## config.mk

```make
export PLATFORM = sky130hd
export DESIGN_NAME = multicycle_ctrl
export DESIGN_NICKNAME = d
export VERILOG_FILES = /design/src/rtl/mips_ctrl_pkg.sv /design/src/rtl/pc_enable_logic.sv /design/src/rtl/multicycle_ctrl.sv
export SDC_FILE = /design/constraint.sdc
export NUM_CORES = 1
export LEC_CHECK = 0
export ABC_AREA = 1
export CAP_MARGIN = 20
export CORE_ASPECT_RATIO = 1.2
export CORE_UTILIZATION = 34
export DETAILED_ROUTE_END_ITERATION = 12
export HOLD_SLACK_MARGIN = 0.15
export PLACE_DENSITY = 0.83
export SLEW_MARGIN = 20
export SYNTH_ARGS = -nofsm -noshare
export SYNTH_HDL_FRONTEND = slang
export SYNTH_SLANG_ARGS = --single-unit
```

## constraint.sdc

```tcl
create_clock -name clk -period 1.25 [get_ports clk]
set_clock_uncertainty 0.2 [all_clocks]
set_input_delay 0.25 -clock clk [delete_from_list [all_inputs] [get_ports clk]]
set_output_delay 0.25 -clock clk [all_outputs]
set_load 0.05 [all_outputs]
```

## src/rtl/mips_ctrl_pkg.sv

```systemverilog
// Shared encodings for the multi-cycle MIPS control path: opcodes, FSM states
// and the ALUOp / ALUSrcB / PCSource select values.
package mips_ctrl_pkg;

  localparam logic [5:0] OP_RTYPE = 6'b000000;
  localparam logic [5:0] OP_LW    = 6'b100011;
  localparam logic [5:0] OP_SW    = 6'b101011;
  localparam logic [5:0] OP_BEQ   = 6'b000100;
  localparam logic [5:0] OP_ADDI  = 6'b001000;
  localparam logic [5:0] OP_J     = 6'b000010;
  localparam logic [5:0] OP_BNE   = 6'b000101;

  typedef enum logic [3:0] {
    S_FETCH   = 4'd0,
    S_DECODE  = 4'd1,
    S_MEMADR  = 4'd2,
    S_MEMRD   = 4'd3,
    S_MEMWB   = 4'd4,
    S_MEMWR   = 4'd5,
    S_RTYPEEX = 4'd6,
    S_RTYPEWB = 4'd7,
    S_BEQEX   = 4'd8,
    S_ADDIEX  = 4'd9,
    S_ADDIWB  = 4'd10,
    S_JEX     = 4'd11,
    S_BNEEX   = 4'd12
  } state_t;

  localparam logic [1:0] ALUOP_ADD   = 2'b00;
  localparam logic [1:0] ALUOP_SUB   = 2'b01;
  localparam logic [1:0] ALUOP_FUNCT = 2'b10;

  localparam logic [1:0] SRCB_B     = 2'b00;
  localparam logic [1:0] SRCB_FOUR  = 2'b01;
  localparam logic [1:0] SRCB_IMM   = 2'b10;
  localparam logic [1:0] SRCB_IMMSH = 2'b11;

  localparam logic [1:0] PCSRC_ALU    = 2'b00;
  localparam logic [1:0] PCSRC_ALUOUT = 2'b01;
  localparam logic [1:0] PCSRC_JUMP   = 2'b10;

  // States that hold a memory access open until MemReady.
  function automatic logic is_wait_state(state_t s);
    return (s == S_FETCH) || (s == S_MEMRD) || (s == S_MEMWR);
  endfunction

endpackage

```

## src/rtl/pc_enable_logic.sv

```systemverilog
// PC load enable: merges the unconditional write with the branch decision.
// Optional macro BNE_EN adds the branch-not-equal term.
module pc_enable_logic (
  input  logic pcwrite,
  input  logic branch,
`ifdef BNE_EN
  input  logic branch_ne,
`endif
  input  logic zero,
  output logic pcen
);

`ifdef BNE_EN
  assign pcen = pcwrite | (branch & zero) | (branch_ne & ~zero);
`else
  assign pcen = pcwrite | (branch & zero);
`endif

endmodule

```

## src/rtl/multicycle_ctrl.sv

```systemverilog
// Main control FSM of the multi-cycle MIPS datapath with a memory ready
// handshake and optional wait timeout. Optional macro BNE_EN adds bne.
module multicycle_ctrl
  import mips_ctrl_pkg::*;
#(
  parameter int MEM_TIMEOUT = 0,
  parameter int TO_W        = 8
) (
  input  logic       clk,
  input  logic       rst,
  input  logic [5:0] Op,
  input  logic       Zero,
  input  logic       MemReady,
  output logic       PCEn,
  output logic       PCWrite,
  output logic       Branch,
  output logic       IorD,
  output logic       MemRead,
  output logic       MemWrite,
  output logic       IRWrite,
  output logic       RegDst,
  output logic       MemtoReg,
  output logic       RegWrite,
  output logic       ALUSrcA,
  output logic [1:0] ALUSrcB,
  output logic [1:0] ALUOp,
  output logic [1:0] PCSource,
  output logic       InstrDone,
  output logic       Illegal,
`ifdef BNE_EN
  output logic       BranchNe,
`endif
  output logic       MemErr
);

  localparam bit              TO_EN   = (MEM_TIMEOUT > 0);
  localparam logic [TO_W-1:0] TO_LAST = TO_W'((MEM_TIMEOUT > 0) ? MEM_TIMEOUT - 1 : 0);

  state_t          state, state_next;
  logic [TO_W-1:0] wait_cnt, wait_cnt_next;
  logic            waiting, timeout;

  // A waiting cycle is a memory state whose access has not completed yet.
  assign waiting       = is_wait_state(state) && !MemReady;
  assign timeout       = TO_EN && waiting && (wait_cnt == TO_LAST);
  assign wait_cnt_next = (waiting && !timeout) ? wait_cnt + TO_W'(1) : '0;

  always_ff @(posedge clk) begin
    // NOTE: sequential state uses non-blocking assignments only.
    if (rst) begin
      state    <= S_FETCH;
      wait_cnt <= '0;
      MemErr   <= 1'b0;
    end else begin
      state    <= state_next;
      wait_cnt <= wait_cnt_next;
      if (timeout) MemErr <= 1'b1;
    end
  end

  always_comb begin
    // NOTE: every signal driven here gets a default first, so no latch is inferred.
    state_next = state;
    PCWrite    = 1'b0;
    Branch     = 1'b0;
    IorD       = 1'b0;
    MemRead    = 1'b0;
    MemWrite   = 1'b0;
    IRWrite    = 1'b0;
    RegDst     = 1'b0;
    MemtoReg   = 1'b0;
    RegWrite   = 1'b0;
    ALUSrcA    = 1'b0;
    ALUSrcB    = SRCB_B;
    ALUOp      = ALUOP_ADD;
    PCSource   = PCSRC_ALU;
    InstrDone  = 1'b0;
    Illegal    = 1'b0;
`ifdef BNE_EN
    BranchNe   = 1'b0;
`endif
    case (state)
      S_FETCH: begin
        MemRead = 1'b1;
        ALUSrcB = SRCB_FOUR;
        IRWrite = MemReady;
        PCWrite = MemReady;
        if (MemReady) state_next = S_DECODE;
      end
      S_DECODE: begin
        ALUSrcB = SRCB_IMMSH;
        case (Op)
          OP_LW, OP_SW: state_next = S_MEMADR;
          OP_RTYPE:     state_next = S_RTYPEEX;
          OP_BEQ:       state_next = S_BEQEX;
          OP_ADDI:      state_next = S_ADDIEX;
          OP_J:         state_next = S_JEX;
`ifdef BNE_EN
          OP_BNE:       state_next = S_BNEEX;
`endif
          default: begin
            Illegal    = 1'b1;
            state_next = S_FETCH;
          end
        endcase
      end
      S_MEMADR: begin
        ALUSrcA    = 1'b1;
        ALUSrcB    = SRCB_IMM;
        state_next = (Op == OP_LW) ? S_MEMRD : S_MEMWR;
      end
      S_MEMRD: begin
        IorD    = 1'b1;
        MemRead = 1'b1;
        if (MemReady) state_next = S_MEMWB;
      end
      S_MEMWB: begin
        MemtoReg   = 1'b1;
        RegWrite   = 1'b1;
        InstrDone  = 1'b1;
        state_next = S_FETCH;
      end
      S_MEMWR: begin
        IorD      = 1'b1;
        MemWrite  = 1'b1;
        InstrDone = MemReady;
        if (MemReady) state_next = S_FETCH;
      end
      S_RTYPEEX: begin
        ALUSrcA    = 1'b1;
        ALUOp      = ALUOP_FUNCT;
        state_next = S_RTYPEWB;
      end
      S_RTYPEWB: begin
        RegDst     = 1'b1;
        RegWrite   = 1'b1;
        InstrDone  = 1'b1;
        state_next = S_FETCH;
      end
      S_BEQEX: begin
        ALUSrcA    = 1'b1;
        ALUOp      = ALUOP_SUB;
        PCSource   = PCSRC_ALUOUT;
        Branch     = 1'b1;
        InstrDone  = 1'b1;
        state_next = S_FETCH;
      end
`ifdef BNE_EN
      S_BNEEX: begin
        ALUSrcA    = 1'b1;
        ALUOp      = ALUOP_SUB;
        PCSource   = PCSRC_ALUOUT;
        BranchNe   = 1'b1;
        InstrDone  = 1'b1;
        state_next = S_FETCH;
      end
`endif
      S_ADDIEX: begin
        ALUSrcA    = 1'b1;
        ALUSrcB    = SRCB_IMM;
        state_next = S_ADDIWB;
      end
      S_ADDIWB: begin
        RegWrite   = 1'b1;
        InstrDone  = 1'b1;
        state_next = S_FETCH;
      end
      S_JEX: begin
        PCSource   = PCSRC_JUMP;
        PCWrite    = 1'b1;
        InstrDone  = 1'b1;
        state_next = S_FETCH;
      end
      default: state_next = S_FETCH;
    endcase

    // A timed-out access abandons the instruction; FETCH retries the same PC.
    if (timeout) begin
      state_next = S_FETCH;
      IRWrite    = 1'b0;
      PCWrite    = 1'b0;
      InstrDone  = 1'b0;
    end
  end

  pc_enable_logic u_pc_enable (
    .pcwrite   (PCWrite),
    .branch    (Branch),
`ifdef BNE_EN
    .branch_ne (BranchNe),
`endif
    .zero      (Zero),
    .pcen      (PCEn)
  );

endmodule

```

==> results of run 1 <==
## cell families after synthesis
group           after synthesis
simple gates                 69
buf+inv                      23
compound gates                9
flops                         4
other cells                   1
## synth_stat cells
cell	count	area, µm²
nor2_1	17	63.8
nand2_1	29	109
and2_4	1	8.76
a21oi_1	3	15.0
nor2_4	2	22.5
buf_4	2	15.0
nand3_1	10	50.1
inv_2	1	3.75
nand4_1	1	6.26
conb_1	1	3.75
a21o_1	1	7.51
o21ai_2	2	17.5
dfxtp_1	4	80.1
nand3b_1	1	7.51
clkinv_2	1	5.00
nand2_2	3	18.8
o21ai_0	1	5.00
a21oi_2	1	8.76
inv_1	19	71.3
o211ai_1	1	7.51
nor2_2	5	31.3
## metrics by stage
stage / area [µm²] / worst slack (ns) / instances
3_5_place_dp: 1360 / -0.695 / 175
3_3_place_gp: 1360 / -0.612 / 175
2_1_floorplan: 699 / -1.00 / 106
==> flow_summary.ini, run 1 <==
[clocking]
numCtsBuffers = 3
htreeDepth = 1
clock_path_buffers = 2
post_cts_buffers = 7
post_cts_resized = 33
cts-root-buf = clkbuf_4
hold_buffers = 0
clock-sinks = 4

[placed_design]
portBuffers = 28
dpl.hpwl_um = 2170
gp_congestion = 0.810

[synthesis]
ys.warnings.count = 0
syn_avg_cell_area_um2 = 5.26
ys_seq_area_share_pct = 14.3
synth_nets = 116
syn_inst = 106
synthMuxAreaShare_pct = 0
synth_simple_gate_area_share_pct = 57.0
ys_types = 21
synth_compound_area_share_pct = 11.0
synthXorXnorAreaFrac_pct = 0
synth-adder-area-share_pct = 0
syn_area_um2 = 558
ys_ff_latch = 4
synth_top_family_by_area = simple AND/OR/NAND/NOR gates

[floorplanning]
initial_core_util_pct = 37.6
die_h_um = 46.4
die_x_um = 39.0
rows = 15
io_pins = 30

[run_status]
failing_step = 4_1_cts
outcome = aborted with a tool error
stop_error = [ERROR DPL-0038] Utilization greater than 100%, impossible to legalize
==> run 2, diff against run 1 <==
CORE_AREA = 2 2 63 65   (was unset)
CORE_ASPECT_RATIO = unset   (was 1.2)
CORE_UTILIZATION = unset   (was 34)
DIE_AREA = 0 0 65 67   (was unset)
HOLD_SLACK_MARGIN = unset   (was 0.15)
PLACE_DENSITY = unset   (was 0.83)
PLACE_DENSITY_LB_ADDON = 0.15   (was unset)
clock period = 1.6 ns   (was 1.25 ns; I/O delays follow)
==> run 2 against run 1 <==
The flow now finishes, with violations (setup timing). Synthesized cell count unchanged. Area after synthesis is the same.
==> flow_summary.ini, run 2 <==
[layout]
finalNetCount = 183
regMostFlops = state
regArea_um2 = 92.6
largest_reg_flops = 4
syn2layout_area_growth_pct = 181
fillers = 373
largestRegisters = state x4
layout_common_cells = buf_4 (29), nand2_1 (19), buf_12 (19)
drive_above_1_share_pct = 65.7
insertedDiodeCount = 0
layout_commonest_cell = buf_4
multi_input_area_um2 = 519

[timing]
slew_viol_final = 0
holdWs_ns = 0.536
period_minus_slack_ns = 1.86
fmax_ghz = 0.539
hold_violations = 0
worst_slack_ns = -0.257
post-route-period-util_pct = 116
setup_viol = 19
tns_ns = -2.87
rsz0062_at_grt = true

[route]
viasPerCell = 3.83
detail-route-antenna-nets = 0
dr.pass1.iters = 3
route.vias.total = 843
drtIter0Drc = 4
wl_per_cell_um = 9.28
drc = 0
wirelength_um = 2040

[synthesis]
ys_ff_latch = 4
syn_area_um2 = 558
ys.flop_type = dfxtp_1
async_flop_share_pct = 0
ys_types = 21
syn_avg_cell_area_um2 = 5.26
yosysTopAreaCellShare_pct = 19.5
yosys-top-cells-count = nand2_1 (29), inv_1 (19), nor2_1 (17), nand3_1 (10), nor2_2 (5)
synthTopCellsByArea = nand2_1 (20%), dfxtp_1 (14%), inv_1 (13%)
synth_edf_count = 0
synth_nets = 116
yosysMostFrequentCell = nand2_1
syn_inst = 106
yosysTopAreaCell = nand2_1
ys.warnings.count = 0
ys_seq_area_share_pct = 14.3

[global_routing]
grt_pass1_vias = 836
grt_max_degree = 6
grtUsageTotal_pct = 10.1
antenna_found_initial = 0
grt_pass1_wl_um = 3500
grt-ovfl-total = 0

[pwr]
peakVddDrop_uv = 508
combPwrFrac_pct = 47.3
power_frac_seq_pct = 16.6
power_frac_clock_pct = 36.1
cell_internal_pwr_uw = 411
power_switching_share_pct = 34.1
power.switching_uw = 213
cellPowerDensity_nw_per_um2 = 397
p_leak_uw = 0.000760

[setup_path]
endpoint_kind = output pin
worstPathArrival_ns = 1.34
worstPathMaxFanout = 4
crit_path_start_kind = flip-flop
cp.required_ns = 1.08
path_class = reg2out

[placed_design]
gp_congestion = 0.753
post-place-ws_ns = -0.444
portBuffers = 28
dpl.hpwl_um = 1700

[clocking]
cts-root-buf = clkbuf_8
clkSlewWorstSetupHoldPaths_ns = 0.03
numCtsBuffers = 3
clock_path_buffers = 2
htreeDepth = 1
hold_buffers = 0
cts_tree = built
clk_latency_ns = 0.22
clock-sinks = 4

[floorplanning]
die_x_um = 65
dieArea_um2 = 4360
core_um2 = 3610
die_h_um = 67
io_pins = 30
rows = 22
initial_core_util_pct = 15.5

[run_status]
outcome = finished, violations left
violations = setup timing

[hold_path]
min_path_type = in2reg

[job]
maxCapViolations = 0
run 2: power groups by stage:
stage                     clock [µW]  sequential [µW]  combinational, µW
after global routing             243              104                312
after global placement             0              106                277
after CTS                        231              104                291
after floorplan                    0              106                137
after detailed placement           0              106                278
final                            225              104                295
run 2: worst paths after layout:
path,slack [ns],from,end,cells after the start
max,-0.26,state[2]$_SDFFE_PP0P_,InstrDone,8
min,0.54,rst,state[0]$_SDFFE_PP0P_,2
max reg2reg,0,state[3]$_SDFFE_PP0P_,state[0]$_SDFFE_PP0P_,11
min reg2reg,0.55,state[1]$_SDFFE_PP0P_,state[3]$_SDFFE_PP0P_,4
run 2: final cells by class:
| type | instances | share of cell area, % |
|---|---|---|
| repair buffers | 64 | 48.3 |
| clock buffers | 4 | 2.87 |
| well taps | 48 | 3.82 |
| flip-flops and latches | 4 | 5.90 |
| multi-input cells | 79 | 33.1 |
| inverters | 21 | 6.06 |
run 2: worst max-delay path, stage by stage (launching register included):
cell and delay [ns]:
dfxtp_4 0.40, inv_4 0.05, nor2_4 0.14, buf_6 0.12, nand2_4 0.05, inv_4 0.06
nand2_1 0.07, nand3_4 0.09, buf_12 0.13
run 2: cell families after synthesis:
logic type	Yosys count	synth area share (%)
simple gates	69	57.0
buf+inv	23	17.0
flops	4	14.4
other cells	1	0.672
compound gates	9	11.0
run 2: what timing repair did:
item                                    4_1_cts  5_1_grt
buffers inserted                              6        6
pin swaps                                    12        9
gates resized for setup                      42       13
endpoints found under the setup margin       23       19
run 2: routing by layer:
metal | routed length [µm] | track usage, %
met4 | 22 | 3.99
met2 | 1060 | 17.4
met1 | 906 | 12.6
met5 | 0 | 0
met3 | 56 | 1.35
run 2: through the flow:
stage	power, µW	utilization (%)	area [µm²]	cells
finish	624	43.5	1570	220
detailed placement	385	37.3	1350	208
floorplan	243	-	627	106
CTS	626	41.8	1510	216
global placement	384	37.3	1350	208
global route	659	43.5	1570	220
No activity file was read; power rests on OpenSTA's default activity.
